<file path="src/rtl/sd_pkg.sv">
// Shared definitions for the signed-digit to binary conversion path.
package sd_pkg;

  typedef enum logic [1:0] {
    IDLE = 2'd0,
    CONV = 2'd1,
    DONE = 2'd2
  } state_t;

  localparam int SD_W     = 16;
  localparam int SD_CHUNK = 4;

  function automatic bit chunk_ok(input int w, input int chunk);
    return (chunk > 0) && (w >= chunk) && ((w % chunk) == 0);
  endfunction

  localparam bit SD_DEFAULTS_OK = chunk_ok(SD_W, SD_CHUNK);

endpackage

</file>
<file path="src/rtl/sd_chunk_sub.sv">
// CHUNK-bit subtractor with borrow in/out; purely combinational, zero latency, no handshake.
module sd_chunk_sub #(
  parameter int CHUNK = 4
) (
  input  logic [CHUNK-1:0] a,
  input  logic [CHUNK-1:0] b,
  input  logic             bin,
  output logic [CHUNK-1:0] d,
  output logic             bout
);

  // a - b - bin spans -(2^CHUNK) .. 2^CHUNK-1, so the sign of the CHUNK+1 bit result is the borrow.
  always_comb begin
    {bout, d} = {1'b0, a} - {1'b0, b} - {{CHUNK{1'b0}}, bin};
  end

endmodule

</file>
<file path="src/rtl/sd_to_bin_converter.sv">
// Signed-digit (xp - xn) to two's-complement, CHUNK bits per cycle; result valid NCH+1 edges after accept.
// Accept only when idle; a stalled result holds out_z/out_ovf until out_ready, no new operand taken meanwhile.
module sd_to_bin_converter
  import sd_pkg::*;
#(
  parameter int W     = SD_W,
  parameter int CHUNK = SD_CHUNK
) (
  input  logic         clk,
  input  logic         rst_n,
  input  logic         in_valid,
  output logic         in_ready,
  input  logic [W-1:0] in_xp,
  input  logic [W-1:0] in_xn,
  output logic         out_valid,
  input  logic         out_ready,
  output logic [W:0]   out_z,
  output logic         out_ovf
);

  localparam int NCH = W / CHUNK;
  localparam int CW  = (NCH > 1) ? $clog2(NCH) : 1;

  if (!chunk_ok(W, CHUNK)) begin : g_bad_chunk
    $error("sd_to_bin_converter: W must be a positive multiple of CHUNK");
  end

  state_t         state_q;
  logic [W-1:0]   xp_q;
  logic [W-1:0]   xn_q;
  logic [W-1:0]   res_q;
  logic [W-1:0]   res_next;
  logic           borrow_q;
  logic [CW-1:0]  cnt_q;
  logic [CHUNK-1:0] diff;
  logic           bout;

  // Operands shift right each cycle so the live chunk is always at the bottom.
  sd_chunk_sub #(.CHUNK(CHUNK)) u_sub (
    .a    (xp_q[CHUNK-1:0]),
    .b    (xn_q[CHUNK-1:0]),
    .bin  (borrow_q),
    .d    (diff),
    .bout (bout)
  );

  always_comb begin
    res_next = res_q;
    res_next[int'(cnt_q)*CHUNK +: CHUNK] = diff;
  end

  always_ff @(posedge clk) begin
    if (!rst_n) begin
      state_q   <= IDLE;
      in_ready  <= 1'b0;
      out_valid <= 1'b0;
      out_z     <= '0;
      out_ovf   <= 1'b0;
      borrow_q  <= 1'b0;
      cnt_q     <= '0;
      xp_q      <= '0;
      xn_q      <= '0;
      res_q     <= '0;
    end else begin
      case (state_q)
        IDLE: begin
          in_ready <= 1'b1;
          // Gate on in_ready so the first edge out of reset never accepts unannounced.
          if (in_ready && in_valid) begin
            xp_q     <= in_xp;
            xn_q     <= in_xn;
            borrow_q <= 1'b0;
            cnt_q    <= '0;
            in_ready <= 1'b0;
            state_q  <= CONV;
          end
        end
        CONV: begin
          xp_q     <= xp_q >> CHUNK;
          xn_q     <= xn_q >> CHUNK;
          borrow_q <= bout;
          res_q    <= res_next;
          cnt_q    <= cnt_q + CW'(1);
          if (cnt_q == CW'(NCH - 1)) begin
            out_z     <= {bout, res_next};
            out_ovf   <= bout ^ res_next[W-1];
            out_valid <= 1'b1;
            state_q   <= DONE;
          end
        end
        DONE: begin
          if (out_ready) begin
            out_valid <= 1'b0;
            in_ready  <= 1'b1;
            state_q   <= IDLE;
          end
        end
        default: state_q <= IDLE;
      endcase
    end
  end

endmodule

</file>
<file path="config.mk">
export PLATFORM = sky130hd
export DESIGN_NAME = sd_to_bin_converter
export DESIGN_NICKNAME = d
export VERILOG_FILES = /design/src/rtl/sd_pkg.sv /design/src/rtl/sd_chunk_sub.sv /design/src/rtl/sd_to_bin_converter.sv
export SDC_FILE = /design/constraint.sdc
export NUM_CORES = 1
export LEC_CHECK = 0
export BUFFER_PORTS_ARGS = -buffer_cell sky130_fd_sc_hd__buf_2
export CORE_MARGIN = 1.5
export CORE_UTILIZATION = 51
export CTS_CLUSTER_SIZE = 28
export DETAILED_ROUTE_END_ITERATION = 8
export HOLD_SLACK_MARGIN = 0.02
export PLACE_DENSITY = 0.79
export SYNTH_ARGS = -nofsm -noshare
export SYNTH_HDL_FRONTEND = slang
export SYNTH_SLANG_ARGS = --single-unit
</file>
<file path="constraint.sdc">
create_clock -name clk -period 2.2 [get_ports clk]
set_input_delay 0.33 -clock clk [delete_from_list [all_inputs] [get_ports clk]]
set_output_delay 0.33 -clock clk [all_outputs]
set_load 0.005 [all_outputs]
</file>
==> impl_metrics.json, run 1 <==
{
  "max_cap_violations": 0,
  "finalWirelength_um": 7348,
  "ant_nets": 0,
  "synth_top_cell_area_share_pct": 42.85,
  "top_layer": "met4",
  "clock_latency_ns": 0.35,
  "tritoncts": "done",
  "final.fill_count": 534,
  "fin_nets": 463,
  "dr_total_vias": 2773,
  "fp.dieW_um": 84.78,
  "max_stage_delay_ns": 0.56,
  "multi_input_area_um2": 1826,
  "rsz0062_at_grt": "true",
  "vdd.ir_drop.worst_mv": 0.4311,
  "syn_inst": 359,
  "cp_max_fo": 7,
  "drt_iter0_drc": 161,
  "register_area_um2": 1464,
  "synth_async_sr_flop_share_pct": 0,
  "drv_slew": 0,
  "clkSlewWorstSetupHoldPaths_ns": 0.08,
  "period_minus_slack_ns": 2.227,
  "antenna_cells": 0,
  "worstHoldStart": "in_xp[13]",
  "setup_viol": 4,
  "overflow": 0,
  "ys_seq_area_share_pct": 42.85,
  "antenna_found_initial": 0,
  "yosys-top-cells-area": "dfxtp_1, mux2i_1, o211a_1, ha_1, nor2b_1",
  "wl_met2_um": 3424,
  "start_util_pct": 53.11,
  "synth_nets": 409,
  "h-tree-depth": 3,
  "gp_congestion": 0.8455,
  "worst_slack_ns": -0.02670,
  "p_per_area_nw_per_um2": 796.1,
  "post-route-period-util_pct": 101.2,
  "core_um2": 6422,
  "hold_violations": 0,
  "finalNonFillerCells": 495,
  "slew_headroom_pct": 68.37,
  "syn_to_final_growth_pct": 19.48,
  "drc_errors": 5,
  "r2r-start": "borrow_q",
  "tightest_slew_ns": 0.4745,
  "wire_per_inst_um": 14.84,
  "wl_met1_um": 3352,
  "root_buffer": "clkbuf_8",
  "clk_path_buf_depth": 2,
  "worstSetupEndpointType": "register",
  "vias_per_cell": 5.602,
  "grt_max_degree": 52,
  "rows": 29,
  "synthFlopType": "dfxtp_1",
  "synth-edff-count": 0,
  "worstSetupPathType": "reg -> reg",
  "finalPower_uw": 3244,
  "synth.cell_area_um2": 3411,
  "synth_top_area_cell": "dfxtp_1",
  "fmax_mhz": 449.1,
  "violations": "design-rule violations, negative setup slack",
  "firstDrtPassIters": 6,
  "io_pins": 56,
  "io_buffers": 55,
  "ys_top_cells_by_count": "dfxtp_1, nand2_1, mux2i_1, nor2_1, o211a_1",
  "wl_met3_um": 465,
  "worstPathCellList": "inv_2, fa_1, inv_1, ha_2, o21a_1, or3_4, and2_4, a221oi_2, nor2_1",
  "clock-sinks": 73,
  "grt_pass1_wl_um": 12120,
  "grtUsageTotal_pct": 21.36,
  "ys_seq_elements": 73,
  "status": "finished with violations",
  "synth_cell_type_count": 36,
  "p_leak_uw": 0.002070,
  "slowest_stage": "fa_1",
  "dp.cells": 479,
  "syn_avg_cell_area_um2": 9.501,
  "place.detailed.hpwl_um": 4849,
  "cts_made_buffers": 9,
  "grt_pass1_vias": 2618,
  "hp-class": "in -> reg",
  "fp.dieH_um": 84.78,
  "cts_hold_buf": 0,
  "dieArea_um2": 7188,
  "worst_setup_path_start_kind": "register",
  "startpoint": "borrow_q",
  "fin_skew_ns": 0.01195,
  "synth_most_common_cell": "dfxtp_1",
  "yosys_warnings": 0,
  "worst_ep_arrival_time_ns": 2.48,
  "worstPathRequired_ns": 2.45,
  "drive_above_1_share_pct": 24.40
}
-- cells in the final DEF (no fill, tap or decap), types with 13 or more instances in the layout --
| cell type | count |
|---|---|
| dfxtp_1 | 71 |
| buf_2 | 55 |
| nand2_1 | 35 |
| mux2i_1 | 27 |
| nor2_1 | 27 |
| o211a_1 | 24 |
| nor2b_1 | 23 |
| a22oi_1 | 17 |
| inv_1 | 15 |
| nor3b_1 | 13 |
-- worst paths after layout --
kind / cells past startpoint / slack, ns / endpoint
setup / recovery: 9 / -0.03 / out_z[11]
setup reg to reg: 9 / -0.03 / out_z[11]
hold reg to reg: 2 / 0.48 / out_ovf
hold / removal: 3 / 0.20 / xp_q[13]
-- registers in the layout (all words and copies together), names as in the netlist --
register	count
out_z	17
res_q	16
xn_q	16
xp_q	16
cnt_q	2
state_q	2
borrow_q	1
in_ready	1
out_ovf	1
out_valid	1
-- kinds of logic (layout without fill, tap and decap cells) --
kind of cell / count (synthesis) / in the layout / share of synthesized area, %
simple gates: 118 / 118 / 18.23
compound gates: 80 / 80 / 19.37
flops: 73 / 73 / 42.85
buf+inv: 43 / 102 / 5.026
mux: 27 / 27 / 7.924
fa+ha+maj: 14 / 14 / 5.576
xor+xnor: 4 / 4 / 1.027
-- per-layer routing --
metal  vias up  GRT usage (%)
li1       1374              -
met1      1308          27.12
met2        83          34.11
met3         8          6.588
met4         0          8.197
met5         -              0
-- metrics by stage --
stage | util [%] | worst slack, ns | hold slack (ns) | TNS [ns] | instance area, µm²
after detailed placement | 59.28 | -0.1279 | 0.4672 | -0.8130 | 3807
after global placement | 59.28 | -0.05809 | 0.4595 | -0.3147 | 3807
after floorplan | - | -0.03525 | 0.4545 | -0.1550 | 3437
after global routing | 63.45 | -0.1035 | 0.2102 | -0.6558 | 4075
final | 63.45 | -0.02670 | 0.1988 | -0.03985 | 4075
after CTS | 63.22 | -0.01661 | 0.1827 | -0.01661 | 4060
-- area by class of cell --
cell class	instances	share of cell area, %
Inverter	18	1.658
Clock buffer	11	3.715
Timing Repair Buffer	68	9.457
Multi-Input combinational cell	243	44.80
Sequential cell	73	35.92
Tap cell	77	2.364
Clock inverter	5	2.088
-- repair_timing --
| action | in CTS | in global routing |
|---|---|---|
| endpoints found under the setup margin | 8 | 9 |
| pin swaps | 5 | 2 |
| buffers inserted | 0 | 0 |
| resized for setup | 6 | 2 |
-- worst max-delay path: cells and delay by family (launching register included) --
family,cells,cell delay [ns]
buffers and inverters,2,0.09
flip-flops,1,0.33
AND/OR/NAND/NOR,3,0.58
AO/OA/AOI/OAI,2,0.41
adder cells (fa/ha/maj),2,0.72
-- where the power goes --
group          internal, µW  total [µW]  switching (µW)
Combinational           264         588             324
Sequential             1390        1430            47.5
Clock                   706        1220             515
Total                  2360        3240             887
Note: power is estimated with default switching activity, not from simulation.
==> inputs of run 2 (changes only) <==
--- a/config.mk
+++ b/config.mk
@@ -12,6 +12,7 @@
 export DETAILED_ROUTE_END_ITERATION = 8
 export HOLD_SLACK_MARGIN = 0.02
 export PLACE_DENSITY = 0.79
+export SKIP_CTS_REPAIR_TIMING = 1
 export SYNTH_ARGS = -nofsm -noshare
 export SYNTH_HDL_FRONTEND = slang
 export SYNTH_SLANG_ARGS = --single-unit
==> run 2 against run 1 <==
The flow still finishes with violations (design-rule violations, negative setup slack). Worst setup slack worse by 0.058 ns. Die area stayed put. Register-to-register slack worse by 0.06 ns. Total power is 0.17% lower. Sequential cell count stayed put. Core utilization is 0.12 points lower. Critical path depth stayed put. Sequential share of layout area is 0.066 points higher. Global-route usage is 0.16 points lower. Highest routed layer unchanged.
==> impl_metrics.json, run 2 (synthesis results as in run 1) <==
{
  "grt_pass1_wl_um": 12000,
  "fmax_mhz": 437.8,
  "vias_per_cell": 5.556,
  "worstSetupEndpointType": "register",
  "p_sw_share_pct": 27.26,
  "drive_above_1_share_pct": 24.16,
  "dpl-instance-area_um2": 3807,
  "slowest_stage": "fa_1",
  "finalWirelength_um": 7259,
  "tritoncts": "done",
  "largest-register": "out_z",
  "core_um2": 6422,
  "fin_skew_ns": 0.01223,
  "cp_max_fo": 7,
  "final_common_cell": "dfxtp_1",
  "worst_slack_ns": -0.08435,
  "finalNonFillerCells": 495,
  "max_cap_violations": 0,
  "antenna_cells": 0,
  "p_sw_uw": 882.8,
  "dp.cells": 479,
  "hp-class": "in -> reg",
  "worstSetupPathType": "reg -> reg",
  "ant_nets": 0,
  "syn_to_final_growth_pct": 19.26,
  "drv_slew": 0,
  "violations": "design-rule violations, negative setup slack",
  "grt_pass1_vias": 2596,
  "h-tree-depth": 3,
  "drc_errors": 5,
  "io_buffers": 55,
  "vdd.ir_drop.worst_mv": 0.4311,
  "finalPower_uw": 3239,
  "cts_made_buffers": 9,
  "p_int_uw": 2356,
  "start_util_pct": 53.11,
  "clk_path_buf_depth": 2,
  "slew_headroom_pct": 69.10,
  "grtUsageTotal_pct": 21.20,
  "period_minus_slack_ns": 2.284,
  "post-route-cell-area_um2": 4068,
  "rows": 29,
  "firstDrtPassIters": 6,
  "status": "finished with violations",
  "layout_common_cells": "dfxtp_1, buf_2, nand2_1, mux2i_1, nor2_1",
  "place.detailed.hpwl_um": 4849,
  "p_per_area_nw_per_um2": 796.2,
  "gp_congestion": 0.8455,
  "worst_setup_path_start_kind": "register",
  "worst_ep_arrival_time_ns": 2.54,
  "dieArea_um2": 7188,
  "largest_reg_flops": 17,
  "overflow": 0,
  "root_buffer": "clkbuf_8",
  "clock-sinks": 73,
  "worstPathCellList": "inv_2, fa_1, inv_1, ha_2, o21a_1, or3_4, and2_4, a221oi_2, nor2_1",
  "antenna_found_initial": 0,
  "comb_power_share_pct": 17.9,
  "clockPowerShare_pct": 37.8,
  "final.fill_count": 538,
  "clkSlewWorstSetupHoldPaths_ns": 0.08,
  "fp.dieH_um": 84.78,
  "rsz0062_at_grt": "true",
  "setup_viol": 8,
  "grt_max_degree": 52,
  "tightest_slew_ns": 0.4635,
  "fp.dieW_um": 84.78,
  "fin_nets": 463,
  "hold_violations": 0,
  "clock_latency_ns": 0.36,
  "io_pins": 56,
  "drt_iter0_drc": 175,
  "dp_slack_ns": -0.1279,
  "seqPwrFrac_pct": 44.3,
  "max_stage_delay_ns": 0.56,
  "p_leak_uw": 0.002071,
  "dr_total_vias": 2750,
  "wire_per_inst_um": 14.66,
  "post-route-period-util_pct": 103.8,
  "worstPathRequired_ns": 2.45
}
## run 2: cell counts in the layout (fill, tap and decap cells not counted)
No cell type changed its count.
## run 2: area by class of cell
type / instances / area [µm²] / share of cell area [%]
Multi-Input combinational cell: 243 / 1818 / 44.69
Sequential cell: 73 / 1464 / 35.99
Timing Repair Buffer: 68 / 385.4 / 9.474
Clock buffer: 11 / 151.4 / 3.722
Tap cell: 77 / 96.34 / 2.369
Clock inverter: 5 / 85.08 / 2.092
Inverter: 18 / 67.56 / 1.661
## run 2: final timing paths
path / from / endpoint / slack, ns / cells past startpoint
setup / recovery: borrow_q / out_z[11] / -0.08 / 9
hold / removal: in_xp[13] / xp_q[13] / 0.20 / 3
setup reg to reg: borrow_q / out_z[11] / -0.08 / 9
hold reg to reg: out_ovf / out_ovf / 0.48 / 2
## run 2: power by group through the flow
| stage | Clock (µW) | Sequential (µW) | Combinational [µW] |
|---|---|---|---|
| global route | 1320 | 1440 | 643 |
| detailed placement | 0 | 1460 | 553 |
| floorplan | 0 | 1450 | 402 |
| finish | 1230 | 1430 | 579 |
| global placement | 0 | 1460 | 543 |
| CTS | 1250 | 1430 | 558 |
## run 2: per-stage QoR
| step | utilization [%] | TNS, ns | hold WS [ns] |
|---|---|---|---|
| after floorplan | - | -0.1550 | 0.4545 |
| after global placement | 59.28 | -0.3147 | 0.4595 |
| after detailed placement | 59.28 | -0.8130 | 0.4672 |
| after CTS | 62.97 | -0.8716 | 0.1827 |
| after global routing | 63.34 | -0.9566 | 0.2102 |
| final | 63.34 | -0.2700 | 0.1980 |
## run 2: critical path, delay by kind of cell (launching register included)
family | cells | cell delay [ns]
buf+inv | 2 | 0.09
compound gates | 2 | 0.41
fa+ha+maj | 2 | 0.72
flops | 1 | 0.33
simple gates | 3 | 0.62
## run 2: routing by layer
metal  global-route usage (%)  up-vias  part of all wire [%]
li1                         -     1372                     -
met1                    26.89     1291                    45
met2                    33.82       77                    46
met3                    6.588       10                   6.6
met4                    8.197        0                   1.6
met5                        0        -                     0
